===== src/rtl/pool_window_gather_pkg.sv =====
// Shared constants and types for the 2x2 max-pool window gather block.
package pool_window_gather_pkg;

    // Channels per pixel produced by the conv layer.
    localparam int unsigned CHANNEL_OUT = 2;

    // Bits per channel sample (signed, passed through untouched).
    localparam int unsigned PIX_W = 8;

    // Value presented on curr_state_or while a window is valid; enables the pool stage.
    localparam logic [2:0] POOL_EN_STATE = 3'd4;

    // Frame-level control states.
    typedef enum logic [1:0] {
        StIdle  = 2'd0,
        StRun   = 2'd1,
        StDrain = 2'd2
    } gather_state_e;

endpackage


===== src/rtl/pool_line_buf.sv =====
// One-row line buffer: IMG_W pixel slots, single write port, two combinational read ports.
module pool_line_buf
    import pool_window_gather_pkg::*;
#(
    parameter int unsigned IMG_W = 8,
    parameter int unsigned DW    = CHANNEL_OUT * PIX_W,
    localparam int unsigned AW   = $clog2(IMG_W)
) (
    input  logic          clk,
    input  logic          we,
    input  logic [AW-1:0] waddr,
    input  logic [DW-1:0] wdata,
    input  logic [AW-1:0] raddr_a,
    input  logic [AW-1:0] raddr_b,
    output logic [DW-1:0] rdata_a,
    output logic [DW-1:0] rdata_b
);

    // Contents are don't-care after reset, so the array carries no reset.
    logic [DW-1:0] mem [IMG_W];

    // Write the even-row pixel into its column slot.
    always_ff @(posedge clk) begin
        if (we) begin
            mem[waddr] <= wdata;
        end
    end

    // Both read ports are combinational so the window can load in the same cycle.
    always_comb begin
        rdata_a = mem[raddr_a];
        rdata_b = mem[raddr_b];
    end

endmodule


===== src/rtl/pool_window_gather.sv =====
// Gathers a row-major pixel stream into non-overlapping 2x2 windows for the max-pool stage.
module pool_window_gather
    import pool_window_gather_pkg::*;
#(
    parameter int unsigned CH    = CHANNEL_OUT,
    parameter int unsigned IMG_W = 8,
    parameter int unsigned IMG_H = 8
) (
    input  logic                  clk,
    input  logic                  rst_n,
    input  logic                  start,
    input  logic                  in_valid,
    output logic                  in_ready,
    input  logic [CH*PIX_W-1:0]   in_pixel,
    output logic                  win_valid,
    input  logic                  win_ready,
    output logic [CH*2*PIX_W-1:0] pixel_1and2,
    output logic [CH*PIX_W-1:0]   pixel_3,
    output logic [CH*PIX_W-1:0]   pixel_4,
    output logic [2:0]            curr_state_or,
    output logic                  busy,
    output logic                  frame_done
);

    localparam int unsigned DW = CH * PIX_W;
    localparam int unsigned CW = $clog2(IMG_W);
    localparam int unsigned RW = $clog2(IMG_H);

    localparam logic [CW-1:0] COL_LAST = CW'(IMG_W - 1);
    localparam logic [RW-1:0] ROW_LAST = RW'(IMG_H - 1);

    gather_state_e state_q, state_d;

    logic [CW-1:0]   col_q, col_d;
    logic [RW-1:0]   row_q, row_d;
    logic [DW-1:0]   bl_q;
    logic [2*DW-1:0] p12_q;
    logic [DW-1:0]   p3_q, p4_q;
    logic            win_valid_q, win_valid_d;
    logic            frame_done_q;

    logic            accept;
    logic            win_fire;
    logic            last_pix;
    logic            lb_we;
    logic            win_load;
    logic            bl_load;
    logic [CW-1:0]   lb_addr_left;
    logic [DW-1:0]   lb_left, lb_right;
    logic [2*DW-1:0] top_pair;

    // Handshake and decode of where the current beat lands.
    always_comb begin
        in_ready = (state_q == StRun) & (~win_valid_q | win_ready);
        accept   = in_valid & in_ready;
        win_fire = win_valid_q & win_ready;
        last_pix = accept & (row_q == ROW_LAST) & (col_q == COL_LAST);
        lb_we    = accept & ~row_q[0];
        bl_load  = accept & row_q[0] & ~col_q[0];
        win_load = accept & row_q[0] & col_q[0];
        // col is odd when the left read matters, so clearing bit 0 gives col-1.
        lb_addr_left = col_q & ~CW'(1);
    end

    pool_line_buf #(
        .IMG_W (IMG_W),
        .DW    (DW)
    ) u_line_buf (
        .clk     (clk),
        .we      (lb_we),
        .waddr   (col_q),
        .wdata   (in_pixel),
        .raddr_a (lb_addr_left),
        .raddr_b (col_q),
        .rdata_a (lb_left),
        .rdata_b (lb_right)
    );

    // Interleave top-left/top-right per channel into the pixel_1and2 layout.
    always_comb begin
        top_pair = '0;
        for (int c = 0; c < int'(CH); c++) begin
            top_pair[c*2*PIX_W +: PIX_W]         = lb_left[c*PIX_W +: PIX_W];
            top_pair[c*2*PIX_W + PIX_W +: PIX_W] = lb_right[c*PIX_W +: PIX_W];
        end
    end

    // Frame FSM next state.
    always_comb begin
        state_d = state_q;
        unique case (state_q)
            StIdle:  if (start)    state_d = StRun;
            StRun:   if (last_pix) state_d = StDrain;
            StDrain: if (win_fire) state_d = StIdle;
            default: state_d = StIdle;
        endcase
    end

    // Row/column position of the next beat; parked at 0,0 while idle.
    always_comb begin
        col_d = col_q;
        row_d = row_q;
        if (state_q == StIdle) begin
            col_d = '0;
            row_d = '0;
        end else if (accept) begin
            if (col_q == COL_LAST) begin
                col_d = '0;
                row_d = (row_q == ROW_LAST) ? '0 : row_q + RW'(1);
            end else begin
                col_d = col_q + CW'(1);
            end
        end
    end

    // A new window wins over a consume in the same cycle, giving back-to-back windows.
    always_comb begin
        win_valid_d = win_valid_q;
        if (win_load) begin
            win_valid_d = 1'b1;
        end else if (win_fire) begin
            win_valid_d = 1'b0;
        end
    end

    // Control state registers.
    always_ff @(posedge clk or negedge rst_n) begin
        if (!rst_n) begin
            state_q      <= StIdle;
            col_q        <= '0;
            row_q        <= '0;
            win_valid_q  <= 1'b0;
            frame_done_q <= 1'b0;
        end else begin
            state_q      <= state_d;
            col_q        <= col_d;
            row_q        <= row_d;
            win_valid_q  <= win_valid_d;
            frame_done_q <= (state_q == StDrain) & win_fire;
        end
    end

    // Window data registers; they only change on a load, so they hold while stalled.
    always_ff @(posedge clk or negedge rst_n) begin
        if (!rst_n) begin
            bl_q  <= '0;
            p12_q <= '0;
            p3_q  <= '0;
            p4_q  <= '0;
        end else begin
            if (bl_load) begin
                bl_q <= in_pixel;
            end
            if (win_load) begin
                p12_q <= top_pair;
                p3_q  <= bl_q;
                p4_q  <= in_pixel;
            end
        end
    end

    // Output drive.
    always_comb begin
        win_valid     = win_valid_q;
        pixel_1and2   = p12_q;
        pixel_3       = p3_q;
        pixel_4       = p4_q;
        curr_state_or = win_valid_q ? POOL_EN_STATE : 3'd0;
        busy          = (state_q != StIdle);
        frame_done    = frame_done_q;
    end

endmodule


===== config.mk =====
export PLATFORM = sky130hd
export DESIGN_NAME = pool_window_gather
export DESIGN_NICKNAME = d
export VERILOG_FILES = /design/src/rtl/pool_window_gather_pkg.sv /design/src/rtl/pool_line_buf.sv /design/src/rtl/pool_window_gather.sv
export SDC_FILE = /design/constraint.sdc
export NUM_CORES = 1
export LEC_CHECK = 0
export ABC_CLOCK_PERIOD_IN_PS = 5300
export CELL_PAD_IN_SITES_DETAIL_PLACEMENT = 0
export CELL_PAD_IN_SITES_GLOBAL_PLACEMENT = 2
export CORE_MARGIN = 2
export CORE_UTILIZATION = 44
export DETAILED_ROUTE_END_ITERATION = 7
export GPL_ROUTABILITY_DRIVEN = 0
export PLACE_DENSITY = 0.88
export SETUP_SLACK_MARGIN = 0.4
export SKIP_CTS_REPAIR_TIMING = 1
export SLEW_MARGIN = 10
export SYNTH_ARGS = -nofsm -noshare
export SYNTH_HDL_FRONTEND = slang
export SYNTH_SLANG_ARGS = --single-unit

===== constraint.sdc =====
create_clock -name clk -period 5.3 [get_ports clk]
set_input_delay 1.325 -clock clk [delete_from_list [all_inputs] [get_ports clk]]
set_output_delay 1.325 -clock clk [all_outputs]
set_load 0.01 [all_outputs]

==> out/qor.yml <==
totalWireLength_mm: 16.6
netlist_area_um2: 8740
path_buf_inv: 2
worstSetupStartpointType: "input pin"
initial_utilization: 0.449
dieArea_um2: 21000
grt.total_usage: 0.163
rows: 51
finalClockSkew_ps: 6.63
use_met3: 0.0296
fin_hold_ws_ps: 486
stdcell_count: 844
area_growth_syn_to_layout_pct: 23.0
drt-initial-drc-count: 350
setup_violations: 0
drc: 0
grt_busiest_layer: "met2"
clk_root_buffer_cell: "clkbuf_16"
dr.pass1.iters: 4
cp_top_family: "buffers and inverters"
fin_crit_sh: 0.753
ir_worst_vdd_v: 0.000303
io_buffers: 89
slew_violations: 0
max_freq_mhz: 251
cts-buffers-inserted: 24
cts_tree: "yes"
syn-instance-count: 460
final_util: 0.553
critPathRequiredTime_ps: 3970
grt_pass1_wl_mm: 27.1
synth_area_per_cell_um2: 19.0
grt_pass1_vias: 4828
synth-edff-count: 128
placed_cells: 800
diodes: 0
status: "complete, no violations"
place_hpwl_mm: 10.5
hold_violations: 0
hold_class: "reg2reg"
yosys_warnings: 0
use_met1: 0.231
die_h_um: 145
core-area_um2: 19500
ys.flop_type: "edfxtp_1"
drive_gt1_frac: 0.218
max_slew.worst_pin.slew_ps: 968
power_uw: 6260
power_density_nw_per_um2: 582
grt_remaining_overflow: 0
pin_count: 92
seq_area_um2: 6100
ant_nets: 0
critPathKind: "in2out"
maxCapViolCount: 0
finalCriticalPeriod_ps: 3990
ys_types: 31
rsz0062_at_grt: "false"
netlist_top_cells_count: "edfxtp_1 (128), dfrtp_1 (90), mux2_1 (50)"
critPathMaxFanout: 5
nets: 586
antenna_found_initial: 0
cp.arrival_ps: 2670
slowest_delay_ps: 520
async_flop_share: 0.413
fin_tns_setup_ps: 0
synth_area_leader_cell: "edfxtp_1"
path_cells: "clkdlybuf4s50_1 -> nand2b_1 -> and2_1 -> clkdlybuf4s50_1"
cts.htree.levels: 1
vias_per_cell: 5.30
die_w_um: 145
yosys-top-cells-area: "edfxtp_1 (44%), dfrtp_1 (26%), mux4_2 (12%)"
synth_top_area_frac: 0.440
clockBufferDepth: 3
grt_util_met2: 0.255
cp_slowest_cell: "clkdlybuf4s50_1"
multi_input_area_um2: 2460
clkLatencyLatePin_ps: 510
slew_headroom: 0.355
end_kind: "primary output"
nFillCells: 1510
worst_path_most_repeated_cell: "clkdlybuf4s50_1"
wl_per_cell_um: 19.6
cts_sinks: 218
vias: 4469
yosysMostFrequentCell: "edfxtp_1"
yosysSeqAreaShare: 0.697
clk_pin_slew_ps: 60
ys_ff_latch: 218
grt_max_degree: 81
power.leakage_uw: 0.00395
-- power by group --
group | leakage (µW) | switching (µW) | internal [µW] | total [µW]
Combinational | 0.00128 | 792 | 1110 | 1900
Clock | 0.000435 | 644 | 1170 | 1810
Sequential | 0.00223 | 293 | 2260 | 2550
Total | 0.00395 | 1730 | 4530 | 6260
-- registers in the layout, indices dropped and copies added, names as in the netlist --
register / count
pixel_1and2: 32
frame_done: 1
u_line_buf.mem: 128
pixel_3: 16
pixel_4: 16
bl_q: 16
row_q: 3
win_valid: 1
col_q: 3
state_q: 2
-- layout make-up --
type | count | area share
Inverter | 1 | 0.000349
Clock buffer | 29 | 0.0605
Timing Repair Buffer | 102 | 0.0916
Multi-Input combinational cell | 214 | 0.229
Sequential cell | 218 | 0.567
Tap cell | 265 | 0.0308
Clock inverter | 15 | 0.0212
-- final timing paths --
check	start	end	slack, ps	depth (start not counted)
max	win_ready	in_ready	1310	4
min	pixel_4[9]	pixel_4[9]	490	1
max reg2reg	state_q[1]	u_line_buf.mem[2][10]	2760	5
min reg2reg	pixel_4[9]	pixel_4[9]	490	1
max in group asynchronous	rst_n	bl_q[12]	3440	2
min in group asynchronous	rst_n	frame_done	810	1
-- metal layers --
layer / routed length, µm / part of all wire
met1: 7130 / 0.43
met2: 7800 / 0.47
met3: 1180 / 0.071
met4: 470 / 0.028
met5: 0 / 0
-- metrics by stage --
step,setup WS (ps),instance area (µm²)
floorplan,1810,8750
global placement,1320,9880
detailed placement,1310,9880
CTS,1300,10800
global route,1200,10800
finish,1310,10800
-- kinds of logic after synthesis --
| kind of cell | synth area share |
|---|---|
| simple gates | 0.0323 |
| buf+inv | 0.0230 |
| fa+ha+maj | 0.00572 |
| other cells | 0.000429 |
| compound gates | 0.0146 |
| mux | 0.227 |
| flops | 0.697 |
-- placed cells by master (no fill, tap or decap), drive strengths merged --
cell,Yosys,layout
buf,28,14
and3,1,1
edfxtp,128,128
and2,1,1
clkinv,0,8
nand3b,3,3
clkinvlp,0,1
nand4,1,1
nand3,3,3
nor3,2,2
inv,1,1
or3,1,1
mux2i,18,18
nand2,5,5
a21oi,21,21
mux4,48,48
clkbuf,0,29
dfrtp,90,90
conb,1,2
mux2,64,64
or3b,1,1
a311oi,1,1
ha,4,4
and2b,1,1
nor3b,1,1
clkdlybuf4s50,0,88
bufinv,0,6
a31o,1,1
nand2b,6,6
nor2,28,28
o21ai,1,1
(Power assumes the default switching activity.)
